`config.mk`:
```
export PLATFORM = sky130hd
export DESIGN_NAME = uart_autobaud_ctrl
export DESIGN_NICKNAME = d
export VERILOG_FILES = /design/src/rtl/uart_autobaud_ctrl.sv
export SDC_FILE = /design/constraint.sdc
export NUM_CORES = 1
export LEC_CHECK = 0
export ABC_AREA = 1
export BUFFER_PORTS_ARGS = -buffer_cell sky130_fd_sc_hd__buf_4
export CORE_UTILIZATION = 50
export DETAILED_ROUTE_END_ITERATION = 10
export GPL_TIMING_DRIVEN = 0
export PLACE_DENSITY = 0.74
export SYNTH_ARGS = -nofsm -noshare
export SYNTH_HDL_FRONTEND = slang
export SYNTH_SLANG_ARGS = --single-unit
```
`constraint.sdc`:
```
create_clock -name clk -period 3.1 [get_ports clk]
set_input_delay 0.155 -clock clk [delete_from_list [all_inputs] [get_ports clk]]
set_output_delay 0.155 -clock clk [all_outputs]
set_load 0.02 [all_outputs]
```
`src/rtl/uart_autobaud_ctrl.sv`:
```
`default_nettype none
// ============================================================================
// Module : uart_autobaud_ctrl
// Holds the UART receiver in reset, times a 0x55 sync character on RXD and
// derives the receiver sample_width (sample period in clocks minus one).
// Rev    : 1.0  initial release
// ============================================================================
module uart_autobaud_ctrl #(
  parameter int                           SAMPLE_WIDTH_BITS = 15,
  parameter int                           SAMPLE_BITS       = 5,
  parameter int                           CNT_BITS          = 24,
  parameter logic [SAMPLE_WIDTH_BITS-1:0] DEFAULT_WIDTH     = 15'd433,
  parameter int                           IDLE_CYCLES       = 64
) (
  input  logic                         clk,
  input  logic                         rst,
  input  logic                         start,
  input  logic                         RXD,
  output logic [SAMPLE_WIDTH_BITS-1:0] sample_width,
  output logic                         rcv_nRst,
  output logic                         busy,
  output logic                         locked,
  output logic                         error
);

  localparam int c_HI_W  = $clog2(IDLE_CYCLES + 1);
  localparam int c_DIV_W = $clog2(CNT_BITS);
  localparam int c_CMP_W = (CNT_BITS > SAMPLE_WIDTH_BITS) ? CNT_BITS + 1 : SAMPLE_WIDTH_BITS + 2;

  localparam logic [CNT_BITS:0]    c_DIVISOR  = (CNT_BITS+1)'(8 * SAMPLE_BITS);
  localparam logic [CNT_BITS:0]    c_ROUND    = (CNT_BITS+1)'(4 * SAMPLE_BITS);
  localparam logic [CNT_BITS:0]    c_ONE_N    = (CNT_BITS+1)'(1);
  localparam logic [c_HI_W-1:0]    c_HI_LAST  = c_HI_W'(IDLE_CYCLES - 1);
  localparam logic [c_DIV_W-1:0]   c_DIV_LAST = c_DIV_W'(CNT_BITS - 1);
  localparam logic [c_CMP_W-1:0]   c_ONE_CMP  = c_CMP_W'(1);
  localparam logic [c_CMP_W-1:0]   c_Q_MAX    = c_ONE_CMP << SAMPLE_WIDTH_BITS;

  typedef enum logic [2:0] {
    S_IDLE       = 3'd0,
    S_WAIT_HIGH  = 3'd1,
    S_WAIT_START = 3'd2,
    S_MEASURE    = 3'd3,
    S_DIVIDE     = 3'd4,
    S_CHECK      = 3'd5
  } state_t;

  state_t                         r_state;
  state_t                         w_next;
  logic                           w_busy;

  logic                           r_rx_meta;
  logic                           r_rxs;
  logic                           r_rxs_d;

  logic [c_HI_W-1:0]              r_hi_cnt;
  logic [CNT_BITS-1:0]            r_t;
  logic [1:0]                     r_edges;
  logic [c_DIV_W-1:0]             r_div_cnt;
  logic [CNT_BITS-1:0]            r_num;
  logic [CNT_BITS-1:0]            r_rem;
  logic [CNT_BITS-1:0]            r_quo;
  logic [SAMPLE_WIDTH_BITS-1:0]   r_sw;
  logic                           r_locked;
  logic                           r_error;

  logic                           w_fall;
  logic                           w_hi_done;
  logic                           w_t_sat;
  logic                           w_last_edge;
  logic                           w_div_done;
  logic [CNT_BITS:0]              w_n;
  logic [CNT_BITS:0]              w_trial;
  logic                           w_ge;
  logic [CNT_BITS-1:0]            w_rem_next;
  logic [c_CMP_W-1:0]             w_q_ext;
  logic                           w_bad;
  logic [SAMPLE_WIDTH_BITS-1:0]   w_sw_new;

  assign w_fall      = r_rxs_d & ~r_rxs;
  assign w_hi_done   = r_rxs && (r_hi_cnt == c_HI_LAST);
  assign w_t_sat     = (r_t == '1);
  assign w_last_edge = w_fall && (r_edges == 2'd3);
  assign w_div_done  = (r_div_cnt == c_DIV_LAST);

  // Period count includes the closing edge cycle; half the divisor is added to round.
  assign w_n        = {1'b0, r_t} + c_ONE_N + c_ROUND;

  assign w_trial    = {r_rem, r_num[CNT_BITS-1]};
  assign w_ge       = (w_trial >= c_DIVISOR);
  assign w_rem_next = w_ge ? CNT_BITS'(w_trial - c_DIVISOR) : w_trial[CNT_BITS-1:0];

  assign w_q_ext    = {{(c_CMP_W-CNT_BITS){1'b0}}, r_quo};
  assign w_bad      = (r_quo == '0) || (w_q_ext > c_Q_MAX);
  assign w_sw_new   = SAMPLE_WIDTH_BITS'(w_q_ext - c_ONE_CMP);

  always_ff @(posedge clk) begin
    if (rst) begin
      r_state <= S_IDLE;
    end else begin
      r_state <= w_next;
    end
  end

  always_comb begin
    w_next = r_state;
    w_busy = 1'b1;
    case (r_state)
      S_IDLE: begin
        w_busy = 1'b0;
        if (start) w_next = S_WAIT_HIGH;
      end
      S_WAIT_HIGH:  if (w_hi_done) w_next = S_WAIT_START;
      S_WAIT_START: if (w_fall)    w_next = S_MEASURE;
      S_MEASURE: begin
        if (w_t_sat)          w_next = S_IDLE;
        else if (w_last_edge) w_next = S_DIVIDE;
      end
      S_DIVIDE:     if (w_div_done) w_next = S_CHECK;
      S_CHECK:      w_next = S_IDLE;
      default: begin
        w_next = S_IDLE;
        w_busy = 1'b0;
      end
    endcase
  end

  // Two-flop synchroniser; idles high like the serial line.
  always_ff @(posedge clk) begin
    if (rst) begin
      r_rx_meta <= 1'b1;
      r_rxs     <= 1'b1;
      r_rxs_d   <= 1'b1;
    end else begin
      r_rx_meta <= RXD;
      r_rxs     <= r_rx_meta;
      r_rxs_d   <= r_rxs;
    end
  end

  always_ff @(posedge clk) begin
    if (rst) begin
      r_hi_cnt  <= '0;
      r_t       <= '0;
      r_edges   <= '0;
      r_div_cnt <= '0;
      r_num     <= '0;
      r_rem     <= '0;
      r_quo     <= '0;
      r_sw      <= DEFAULT_WIDTH;
      r_locked  <= 1'b0;
      r_error   <= 1'b0;
    end else begin
      case (r_state)
        S_IDLE: begin
          if (start) begin
            r_locked <= 1'b0;
            r_error  <= 1'b0;
            r_hi_cnt <= '0;
          end
        end
        S_WAIT_HIGH: begin
          r_hi_cnt <= r_rxs ? (r_hi_cnt + c_HI_W'(1)) : '0;
        end
        S_WAIT_START: begin
          if (w_fall) begin
            r_t     <= '0;
            r_edges <= '0;
          end
        end
        S_MEASURE: begin
          r_t <= r_t + CNT_BITS'(1);
          if (w_fall) r_edges <= r_edges + 2'd1;
          if (w_t_sat) begin
            r_error <= 1'b1;
          end else if (w_last_edge) begin
            // Numerator MSB seeds the remainder so CNT_BITS steps cover CNT_BITS+1 bits.
            r_num     <= w_n[CNT_BITS-1:0];
            r_rem     <= {{(CNT_BITS-1){1'b0}}, w_n[CNT_BITS]};
            r_quo     <= '0;
            r_div_cnt <= '0;
          end
        end
        S_DIVIDE: begin
          r_rem     <= w_rem_next;
          r_num     <= {r_num[CNT_BITS-2:0], 1'b0};
          r_quo     <= {r_quo[CNT_BITS-2:0], w_ge};
          r_div_cnt <= r_div_cnt + c_DIV_W'(1);
        end
        S_CHECK: begin
          if (w_bad) begin
            r_error <= 1'b1;
          end else begin
            r_sw     <= w_sw_new;
            r_locked <= 1'b1;
          end
        end
        default: begin
          r_hi_cnt <= '0;
        end
      endcase
    end
  end

  assign sample_width = r_sw;
  assign busy         = w_busy;
  assign rcv_nRst     = ~w_busy;
  assign locked       = r_locked;
  assign error        = r_error;

endmodule
`default_nettype wire

```
==> results.ini <==
[run_status]
status=finished, final reports clean

[global_routing]
grt_pass1_vias=6470
grt_usage_pct=27.2
antenna_found_initial=0
grt_pass1_wl_microns=31600
grt_max_degree=17
overflow=0

[sta]
max_freq_mhz=500
setup_ws_ns=1.10
finalSetupTns_ns=0
max_slew_margin_pct=47.1
worstMarginPinSlew_ns=0.793
period_needed_ns=2.00
rsz0062_at_grt=no
clock_skew_ns=0.00780
post-route-period-util_pct=64.5
hold_viol=0
setup_violations=0
slew_viol_final=0

[clock_network]
clock-sinks=133
clk_path_buf_depth=2
cts_htree_levels=4
clk_latency_ns=0.42
path_clk_slew_ns=0.06
tritoncts=done
numCtsBuffers=17
clockRootBuffer=clkbuf_16
ctsResizeCount=0

[power]
leakagePower_nw=3.46
vdd_ir_drop_max_mv=0.369
p_sw_mw=1.07
internal_power_mw=3.32
swShare_pct=24.4
pwr-share-clk_pct=51.1
seq_power_share_pct=40.1
power.density_nw_per_um2=528
pwr-share-comb_pct=8.8

[synth]
synthCells=1122
ys_seq_area_share_pct=36.6
ys_ff_latch=133
synth_nets=1133
postSynthAreaPerCell_sq_um=6.48
ys_warn_count=0
yosysTopAreaCellShare_pct=36.6
yosys.area.top_type=dfxtp_1
synth_edf_count=0
synth_area_leaders=dfxtp_1, nand2_1, nor2_1, a21oi_1, nand3_1
synth_area_sq_um=7270
ys.flop_type=dfxtp_1
async_reset_ff_share_pct=0
synth_cell_type_count=43

[setup_path]
worstPathMaxFanout=10
worstPathCellList=ha_1 -> nand2_1 -> nor2_4 -> nand2_1 -> nor2_2 -> nand3_2 -> nand2_4 -> buf_2 -> nor2_1 -> nand2_1 -> a21oi_2
slowest_delay_ns=0.40
start_kind=flop
path_buf_inv=1
r2r_cells=11
cp-end-kind=flop
worst_path_max_delay_cell=dfxtp_1
reg2reg_from=r_t[0]
cpMostUsedCell=nand2_1
critPathKind=flop to flop
critPathArrivalTime_ns=2.28
path_delay_family=simple AND/OR/NAND/NOR gates
r2r_end=r_num[7]
cp_data_required_time_ns=3.38
rrSetupSlack_ns=1.10

[hold_path]
hold_depth=4
hp-start=start
whs_endpoint=locked
hold_class=input port to flop

[drt]
wl_microns=19800
drtAntennaViolNets=0
firstDrtPassIters=5
wl_per_cell_microns=14.6
vias=7288
drc=0
viasPerCell=5.37
first_iter_violations=762

[layout]
drive_gt1_share_pct=10.5
final_cell_mix=nand2_1, nor2_1, dfxtp_1
fillers=1329
finalNonFillerCells=1356
multi_input_comb_area_sq_um=3930
postLayoutCellArea_sq_um=8330
final_common_cell=nand2_1
antennaDiodeCount=0
seq_area_sq_um=2660
nets=1175
syn_to_final_growth_pct=14.5

[placement]
dp_slack_ns=1.15
routabilityCongestion=0.969
dp_hpwl_microns=14100
placed_area_sq_um=7660
portBuffers=22
placed_cells=1324

[floorplan]
dieArea_sq_um=15000
die_x_microns=123
die_h_microns=123
pin_count=23
start_util_pct=51.8
rows=43
design.core.area_sq_um=14000

[job]
drv_cap=0

stage by stage:
stage / hold WS (ns) / total power [mW] / util (%)
3_3_place_gp: 0.377 / 2.18 / 54.6
4_1_cts: 0.102 / 4.41 / 59.3
5_1_grt: 0.137 / 4.53 / 59.3
6_report: 0.115 / 4.40 / 59.3
3_5_place_dp: 0.373 / 2.18 / 54.6
2_1_floorplan: 0.259 / 2.05 / -
power groups by stage:
stage	logic (mW)	clock network [mW]	registers, mW
floorplan	0.248	0	1.81
global placement	0.380	0	1.80
detailed placement	0.380	0	1.80
CTS	0.385	2.26	1.76
global route	0.433	2.33	1.77
finish	0.388	2.25	1.76
cell type report:
| cell class | instances | share of cell area (%) |
|---|---|---|
| plain buffers | 47 | 3.09 |
| clock buffers | 19 | 5.44 |
| clock inverters | 12 | 2.42 |
| inverters | 113 | 5.09 |
| multi-input cells | 829 | 47.2 |
| flip-flops and latches | 133 | 32.0 |
| well taps | 180 | 2.70 |
| repair buffers | 23 | 2.10 |
worst min-delay path: stages:
cell     delay [ns]
buf_4          0.09
nand3_1        0.07
nand2_1        0.11
a21oi_1        0.06
routing by layer:
layer  GRT usage (%)  up-vias  share of wire [%]
met1            35.9     3297                 45
met4            9.22        0                1.7
met2            43.5      257                 46
met5               0        -                  0
met3            6.23       34                7.4
li1                -     3700                  -
flip-flops by register name, summed over array words and instances (netlist names):
register	count
sample_width	15
r_div_cnt	5
r_state	3
r_t	24
locked	1
r_rem	24
r_rxs_d	1
r_quo	24
r_num	24
error	1
r_rx_meta	1
r_edges	2
r_rxs	1
r_hi_cnt	7
synthesized netlist by cell type (2+ instances only):
cell type	n
nand2_1	290
nor2_1	160
dfxtp_1	133
inv_1	109
a21oi_1	97
nand3_1	95
o21ai_0	58
clkbuf_1	19
buf_2	18
nand4_1	15
nand2_2	14
xnor2_1	12
xor2_1	12
a211oi_1	10
a21oi_2	10
nor3_1	10
ha_1	7
nor2_2	6
inv_2	4
nor2_4	4
or2_2	4
a221oi_1	3
buf_6	3
nand3b_1	3
o21ai_1	3
and2_1	2
buf_1	2
buf_4	2
o211ai_1	2
o21a_1	2
kinds of logic after synthesis:
| family | share of synthesized area [%] |
|---|---|
| AO/OA/AOI/OAI | 14.5 |
| XOR/XNOR | 2.89 |
| adder cells (fa/ha/maj) | 1.20 |
| buffers and inverters | 9.38 |
| flip-flops | 36.6 |
| multiplexers | 0.138 |
| AND/OR/NAND/NOR | 35.3 |
how the worst max path moves through the flow:
stage | start | endpoint | slack, ns | cells after the start
after global placement | r_state[0] | r_rem[22] | 1.17 | 8
final | r_t[0] | r_num[7] | 1.10 | 11
after CTS | r_t[0] | r_t[14] | 1.13 | 9
after global routing | r_t[0] | r_t[14] | 0.90 | 10
after detailed placement | r_t[0] | r_num[7] | 1.15 | 11
after floorplan | r_t[0] | r_num[13] | 1.48 | 11
repair_timing:
action / in CTS / in global routing
buffers inserted: 0 / 0
hold endpoints to repair: 1 / 0
hold buffers: 1 / 0
Note: power is estimated with default switching activity, not from simulation.
